## src/rtl/mem_wb_stage.sv

```systemverilog
// mem_wb_stage: MEM stage plus MEM/WB latch. Runs the data-memory access over a
// req/gnt/rvalid handshake, stalls upstream while it is outstanding, and drives pcsrc.
module mem_wb_stage #(
    parameter int DATA_W = 32,
    parameter int REG_W  = 5
) (
    input  logic              clk,
    input  logic              rst_n,
    input  logic              in_valid,
    input  logic [1:0]        wb_ctl_in,
    input  logic              branch_in,
    input  logic              memread_in,
    input  logic              memwrite_in,
    input  logic              zero_in,
    input  logic [DATA_W-1:0] alu_result_in,
    input  logic [DATA_W-1:0] wdata_in,
    input  logic [REG_W-1:0]  wr_reg_in,
    output logic              stall,
    output logic              pcsrc,
    output logic              dmem_req,
    output logic              dmem_we,
    output logic [DATA_W-1:0] dmem_addr,
    output logic [DATA_W-1:0] dmem_wdata,
    input  logic              dmem_gnt,
    input  logic              dmem_rvalid,
    input  logic [DATA_W-1:0] dmem_rdata,
    output logic              wb_valid,
    output logic [1:0]        wb_ctl,
    output logic [DATA_W-1:0] read_data,
    output logic [DATA_W-1:0] alu_result,
    output logic [REG_W-1:0]  wr_reg,
    output logic              mem_err
);

    localparam logic [1:0] IDLE = 2'd0;
    localparam logic [1:0] REQ  = 2'd1;
    localparam logic [1:0] RESP = 2'd2;

    logic [1:0]       state;
    logic [1:0]       lat_ctl;
    logic [REG_W-1:0] lat_wr_reg;
    logic             mem_op;
    logic             illegal_op;
    logic             legal_op;

    assign mem_op     = in_valid & (memread_in | memwrite_in);
    assign illegal_op = (alu_result_in[1:0] != 2'b00) | (memread_in & memwrite_in);
    assign legal_op   = mem_op & ~illegal_op;

    assign stall = (state != IDLE) | legal_op;
    assign pcsrc = branch_in & zero_in & in_valid;

    // dmem_addr/dmem_wdata/dmem_we double as the latched entry while the access is in flight
    always_ff @(posedge clk or negedge rst_n) begin
        if (!rst_n) begin
            state      <= IDLE;
            lat_ctl    <= 2'b00;
            lat_wr_reg <= '0;
            dmem_req   <= 1'b0;
            dmem_we    <= 1'b0;
            dmem_addr  <= '0;
            dmem_wdata <= '0;
            wb_valid   <= 1'b0;
            wb_ctl     <= 2'b00;
            read_data  <= '0;
            alu_result <= '0;
            wr_reg     <= '0;
            mem_err    <= 1'b0;
        end else begin
            wb_valid <= 1'b0;
            mem_err  <= 1'b0;
            case (state)
                IDLE: begin
                    if (!mem_op) begin
                        wb_valid   <= in_valid;
                        wb_ctl     <= wb_ctl_in;
                        alu_result <= alu_result_in;
                        wr_reg     <= wr_reg_in;
                        read_data  <= '0;
                    end else if (illegal_op) begin
                        wb_valid   <= 1'b1;
                        wb_ctl     <= {1'b0, wb_ctl_in[0]};
                        alu_result <= alu_result_in;
                        wr_reg     <= wr_reg_in;
                        read_data  <= '0;
                        mem_err    <= 1'b1;
                    end else begin
                        dmem_req   <= 1'b1;
                        dmem_we    <= memwrite_in;
                        dmem_addr  <= alu_result_in;
                        dmem_wdata <= wdata_in;
                        lat_ctl    <= wb_ctl_in;
                        lat_wr_reg <= wr_reg_in;
                        state      <= REQ;
                    end
                end
                REQ: begin
                    if (dmem_gnt) begin
                        dmem_req <= 1'b0;
                        if (dmem_we) begin
                            wb_valid   <= 1'b1;
                            wb_ctl     <= lat_ctl;
                            alu_result <= dmem_addr;
                            wr_reg     <= lat_wr_reg;
                            read_data  <= '0;
                            state      <= IDLE;
                        end else begin
                            state <= RESP;
                        end
                    end
                end
                RESP: begin
                    if (dmem_rvalid) begin
                        wb_valid   <= 1'b1;
                        wb_ctl     <= lat_ctl;
                        alu_result <= dmem_addr;
                        wr_reg     <= lat_wr_reg;
                        read_data  <= dmem_rdata;
                        state      <= IDLE;
                    end
                end
                default: state <= IDLE;
            endcase
        end
    end

endmodule

```

## config.mk

```make
export PLATFORM = sky130hd
export DESIGN_NAME = mem_wb_stage
export DESIGN_NICKNAME = d
export VERILOG_FILES = /design/src/rtl/mem_wb_stage.sv
export SDC_FILE = /design/constraint.sdc
export NUM_CORES = 1
export LEC_CHECK = 0
export CAP_MARGIN = 0
export CORE_MARGIN = 5
export CORE_UTILIZATION = 47
export DETAILED_ROUTE_END_ITERATION = 12
export GPL_TIMING_DRIVEN = 0
export PLACE_DENSITY = 0.95
export REMOVE_ABC_BUFFERS = 1
export SETUP_SLACK_MARGIN = 0.3
export SLEW_MARGIN = 20
export SYNTH_ARGS = -nofsm -noshare
export SYNTH_HDL_FRONTEND = slang
export SYNTH_SLANG_ARGS = --single-unit
```

## constraint.sdc

```tcl
create_clock -name clk -period 5.3 [get_ports clk]
set_input_delay 0.795 -clock clk [delete_from_list [all_inputs] [get_ports clk]]
set_output_delay 0.795 -clock clk [all_outputs]
set_load 0.01 [all_outputs]
```

==> results.py <==
metrics = {
    "synthesis": {
        "synth_area_per_cell_um2": 13.9,
        "synth.ff_latch_count": 148,
        "synth_cell_types": 28,
        "ys_warn_count": 0,
        "ys_seq_area_share_pct": 58.2,
        "yosys_most_used_dff": "dfrtp_1",
        "async_flop_share_pct": 100,
        "syn_area_um2": 6370,
        "synth-edff-count": 0,
        "postSynthCellCount": 458,
    },
    "grt": {
        "grt_use_total_pct": 21.7,
        "grt_max_degree": 84,
        "antenna_found_initial": 0,
        "grt_pass1_wl_um": 27500,
        "gr-total-overflow": 0,
        "grt_pass1_vias": 5254,
    },
    "clock_tree": {
        "h-tree-depth": 4,
        "cts_sinks": 148,
        "clock_path_buffers": 2,
        "cts.clk_slew.worst_paths_ps": 60,
        "cts_tree": "yes",
        "numCtsBuffers": 17,
        "post-cts-setup-buffer-count": 0,
        "cts_hold_buf": 0,
        "cts-root-buf": "clkbuf_16",
        "clk_latency_ps": 410,
        "post_cts_resized": 0,
    },
    "final_layout": {
        "antenna_cells": 0,
        "final_util_pct": 74.0,
        "final_net_count": 833,
        "layout-drive-gt1-share_pct": 21.4,
        "syn2layout_area_growth_pct": 54.0,
        "final_cell_mix": "clkdlybuf4s50_1, dfrtp_1, mux2_2",
        "mostFrequentLayoutCell": "clkdlybuf4s50_1",
        "final_area_um2": 9800,
    },
    "floorplan": {
        "die_area_um2": 16000,
        "fp.dieW_um": 126,
        "core-area_um2": 13200,
        "start_util_pct": 48.1,
        "std_cell_rows": 42,
        "ioPinCount": 253,
        "die_h_um": 126,
    },
    "pwr": {
        "seqPwrFrac_pct": 31.9,
        "switching_share_pct": 31.6,
        "intPower_mw": 4.13,
        "peakVddDrop_mv": 0.311,
        "power_density_nw_per_um2": 616,
        "p_sw_mw": 1.91,
        "comb_power_share_pct": 47.5,
        "p_clk_share_pct": 20.7,
        "p_leak_nw": 4.17,
    },
    "detailed_routing": {
        "num_vias": 4545,
        "drtPass1Iterations": 4,
        "antenna_left": 0,
        "wl_um": 16900,
        "drc": 0,
        "via_per_inst": 5.02,
        "first_iter_violations": 131,
        "avgRoutedWirePerCell_um": 18.7,
    },
    "worst_setup_path": {
        "cpMaxStageDelayCell": "nand4_1",
        "path_class": "in2reg",
        "start_kind": "input port",
        "critPathBufInv": 5,
        "cp_max_fo": 19,
        "endpoint_kind": "register",
        "path_common_cell": "buf_16",
        "required_ps": 5580,
        "cp_cell_sequence": "clkdlybuf4s50_1 > xor2_1 > nand4_1 > buf_6 > o2111ai_4 > buf_16 > buf_16 > buf_16 > mux2_1",
        "max_stage_delay_ps": 610,
        "reg2reg_slack_ps": 2230,
        "crit_arrival_ps": 3760,
        "cp_top_family": "buffers and inverters",
    },
    "sta": {
        "tightest_slew_ps": 734,
        "rsz0062_at_grt": "false",
        "skew_ps": 9.49,
        "finalSetupViolations": 0,
        "period_share_pct": 65.6,
        "drv_slew": 0,
        "fmax_mhz": 287,
        "hold_viol": 0,
        "period_minus_slack_ps": 3480,
        "relSlewSlack_pct": 50.9,
    },
    "run_status": {
        "status": "finished clean",
    },
    "placed_design": {
        "io_buffers": 252,
        "dp_hpwl_um": 12700,
        "globalplace.congestion": 0.784,
        "placed_cell_area_um2": 9190,
    },
    "run": {
        "maxCapViolations": 0,
    },
    "worst_hold_path": {
        "hold_path_class": "in2async",
    },
}
path summary, 6_finish.rpt:
check                      depth (start not counted)          start             end
min reg2reg                                        1  alu_result[9]   alu_result[9]
max reg2reg                                        9       state[1]       wr_reg[0]
max                                                9    memwrite_in       wr_reg[0]
max in group asynchronous                          2          rst_n        state[1]
min                                                1          rst_n  dmem_wdata[11]
min in group clk                                   1  alu_result[9]   alu_result[9]
routing by layer:
metal	GRT usage (%)	routed length, µm
met1	23.6	6170
met2	39.3	9040
met3	7.36	1340
met4	7.76	336
met5	0	0
power by group through the flow:
stage               logic (mW)  clock network [mW]  registers [mW]
floorplan                 1.28                   0            2.10
global placement          2.74                   0            1.88
detailed placement        2.89                   0            1.94
CTS                       2.91                1.27            1.93
global route              3.05                1.33            1.99
finish                    2.87                1.25            1.93
layout make-up:
class,instances,area [µm²]
Sequential cell,148,3700
Fill cell,844,3440
Timing Repair Buffer,264,2750
Multi-Input combinational cell,246,2370
Clock buffer,20,437
Tap cell,176,220
Clock inverter,12,178
Inverter,39,146
cell usage after synthesis, types with 2 or more instances:
library cell,number,area share (%)
dfrtp_1,148,58
mux2_2,109,19
inv_1,39,2.3
mux2_1,38,6.7
nand2_1,36,2.1
mux2i_1,33,5.2
clkbuf_1,9,0.53
buf_6,7,1.2
buf_4,6,0.71
ha_1,5,0.98
nor2_1,4,0.24
buf_2,3,0.24
o21ai_0,3,0.24
a21oi_1,2,0.16
and2_1,2,0.20
nor3_1,2,0.16
stage by stage:
stage | instances | setup WS (ps) | setup TNS, ps | power, mW | hold WS (ps)
global placement | 861 | -6710 | -833190 | 4.62 | 474
CTS | 905 | 1860 | 0 | 6.11 | 327
finish | 905 | 1820 | 0 | 6.04 | 321
global route | 905 | 1660 | 0 | 6.37 | 346
detailed placement | 873 | 1460 | 0 | 4.83 | 481
floorplan | 433 | -2580 | -177470 | 3.38 | 474
kinds of logic (layout without fill, tap and decap cells):
kind of cell / Yosys count / in the layout / share of synthesized area [%]
mux: 180 / 180 / 31.2
flops: 148 / 148 / 58.2
buf+inv: 64 / 335 / 5.01
simple gates: 49 / 49 / 3.26
compound gates: 11 / 11 / 1.26
fa+ha+maj: 5 / 5 / 0.983
xor+xnor: 1 / 1 / 0.138
No activity file was read; power rests on OpenSTA's default activity.
==> edit, RTL diff (config.mk and constraints unchanged) <==
Put one more register stage on the output `mem_err`, cleared by the reset. The value now appears one clock later. The other outputs are not delayed to match.
--- a/src/rtl/mem_wb_stage.sv
+++ b/src/rtl/mem_wb_stage.sv
@@ -37,4 +37,6 @@
     localparam logic [1:0] RESP = 2'd2;
 
+    logic mem_err_s0;
+
     logic [1:0]       state;
     logic [1:0]       lat_ctl;
@@ -66,8 +68,8 @@
             alu_result <= '0;
             wr_reg     <= '0;
-            mem_err    <= 1'b0;
+            mem_err_s0 <= 1'b0;
         end else begin
             wb_valid <= 1'b0;
-            mem_err  <= 1'b0;
+            mem_err_s0 <= 1'b0;
             case (state)
                 IDLE: begin
@@ -84,5 +86,5 @@
                         wr_reg     <= wr_reg_in;
                         read_data  <= '0;
-                        mem_err    <= 1'b1;
+                        mem_err_s0 <= 1'b1;
                     end else begin
                         dmem_req   <= 1'b1;
@@ -125,4 +127,12 @@
     end
 
+    always_ff @(posedge clk or negedge rst_n) begin
+        if (!rst_n) begin
+            mem_err <= '0;
+        end else begin
+            mem_err <= mem_err_s0;
+        end
+    end
+
 endmodule
 
Formal check against the unedited RTL: not equivalent (a bounded check fails within 4 cycles, from zero or initial values and one cycle with rst_n low).
==> edit against the original RTL <==
Wire length decreased by 1.7%. Final cell count is 0.33% lower. Total power decreased by 0.22%. Highest routed layer unchanged. Design area is 0.22% higher. Via count fell by 0.81%. Synthesized cell count rose by 0.22%. Sequential cell count up 1. Global-route usage fell by 0.27 points. Synthesized area grew 0.39%. Setup slack better by 0.20 ns. Largest cell class unchanged. Maximum frequency grew 5.9%. Count of clock-buffer cells in the layout decreased by 1.
==> edit: results (changes against the original RTL) <==
use_met3_pct: 7.314  # was 7.356%
grt.total_usage_pct: 21.43  # was 21.70%
hpwl_um: 12550  # was 12670 um
root_buffer: "clkbuf_16"  # unchanged
synth.area.top_cells: "dfrtp_1, mux2_2, mux2_1"  # unchanged
numCtsBuffers: 17  # unchanged
yosys-top-cells-count: "dfrtp_1, mux2_2, inv_1"  # unchanged
ir_drop_mv: 0.3842  # was 0.3109 mV
hold_class: "primary input to asynchronous set/reset pin"  # unchanged
antenna_found_initial: 0  # unchanged
grt_pass1_vias: 5042  # was 5254
synthDistinctLibCells: 28  # unchanged
synth_warnings: 0  # unchanged
clk_latency_ns: 0.41  # about the same
drt-pass1-iter-count: 4  # unchanged
synthMuxAreaShare_pct: 31.06  # was 31.18%
highest_layer: "met4"  # unchanged
wl_met3_um: 1352  # was 1344 um
synthMostInstantiatedCell: "dfrtp_1"  # unchanged
first_iter_violations: 193  # was 131
vias: 4508  # was 4545
num_rows: 42  # unchanged
drc: 0  # unchanged
htreeDepth: 4  # unchanged
grt_util_met1_pct: 23.74  # was 23.56%
drt-met1-wl_um: 6162  # was 6166 um
synth-adder-area-share_pct: 0.9787  # was 0.9825%
port_buffers: 252  # unchanged
synth-compound-area-share_pct: 1.253  # was 1.258%
worst-path-max-fanout: 20  # was 19
antenna_cells: 0  # unchanged
synthArstFlopShare_pct: 100.0  # unchanged
busiest_layer: "met2"  # unchanged
grt_max_degree: 81  # was 84
ys_seq_area_share_pct: 58.33  # was 58.16%
wl_met2_um: 8760  # was 9040 um
status: "finished clean"  # unchanged
post_cts_buffers: 0  # unchanged
place.gp.congestion: 0.7488  # was 0.7843
wl_um: 16600  # was 16890 um
slew_headroom_pct: 53.11  # was 50.94%
power.leakage_nw: 4.180  # was 4.171 nW
grt_use_met2_pct: 38.23  # was 39.29%
post_cts_resized: 0  # unchanged
clk_path_buf_depth: 2  # unchanged
grt_first_pass_wirelength_um: 26960  # was 27540 um
layout-drive-gt1-share_pct: 21.35  # was 21.40%
clkSlewWorstSetupHoldPaths_ns: 0.06  # about the same
synthXorXnorAreaFrac_pct: 0.1370  # was 0.1376%
r2r_cells: 7  # was 9
fillers: 813  # was 844
final_nets: 834  # was 833
skew_ns: 0.009259  # was 0.009494 ns
cp.arrival_ns: 3.57  # was 3.76 ns
[edit: power breakdown]
part	switching (mW)	internal (mW)	total [mW]
logic	1.15	1.71	2.86
registers	0.286	1.64	1.92
clock network	0.441	0.802	1.24
[edit: per-stage QoR]
stage	util, %	area, um2	power [mW]	worst slack (ns)	cells
2_1_floorplan	-	6220	3.392	-2.582	434
3_3_place_gp	67.41	8962	4.637	-6.754	862
3_5_place_dp	69.32	9216	4.832	1.593	874
4_1_cts	73.88	9823	6.102	2.023	902
5_1_grt	73.90	9826	6.358	1.901	902
6_report	73.90	9826	6.028	2.016	902
[edit: path summary, 6_finish.rpt]
check	from	to	slack, ns
setup / recovery	memwrite_in	alu_result[12]	2.02
hold / removal	rst_n	alu_result[5]	0.33
setup reg to reg	state[1]	alu_result[12]	2.45
hold reg to reg	mem_err_s0	mem_err	0.36
max in group asynchronous	rst_n	dmem_wdata[16]	4.21
min in group clk	mem_err_s0	mem_err	0.36
[edit: kinds of logic after synthesis]
group           Yosys count
flops                   149
mux                     180
compound gates           11
fa+ha+maj                 5
simple gates             49
xor+xnor                  1
buf+inv                  64
[edit: critical path, cell delays in order]
cell,delay (ns)
clkdlybuf4s50_1,0.59
xor2_1,0.23
nand4_1,0.59
o2111ai_4,0.56
buf_16,0.23
buf_16,0.18
mux2_1,0.36
[edit: area by class of cell]
| type | count | area [um2] | area share (%) |
|---|---|---|---|
| clock buffer | 19 | 452.9 | 4.610 |
| clock inverter | 9 | 153.9 | 1.566 |
| inverter | 39 | 146.4 | 1.490 |
| multi-input combinational | 246 | 2367 | 24.09 |
| sequential | 149 | 3729 | 37.95 |
| tap | 176 | 220.2 | 2.241 |
| timing repair buffer | 264 | 2756 | 28.05 |
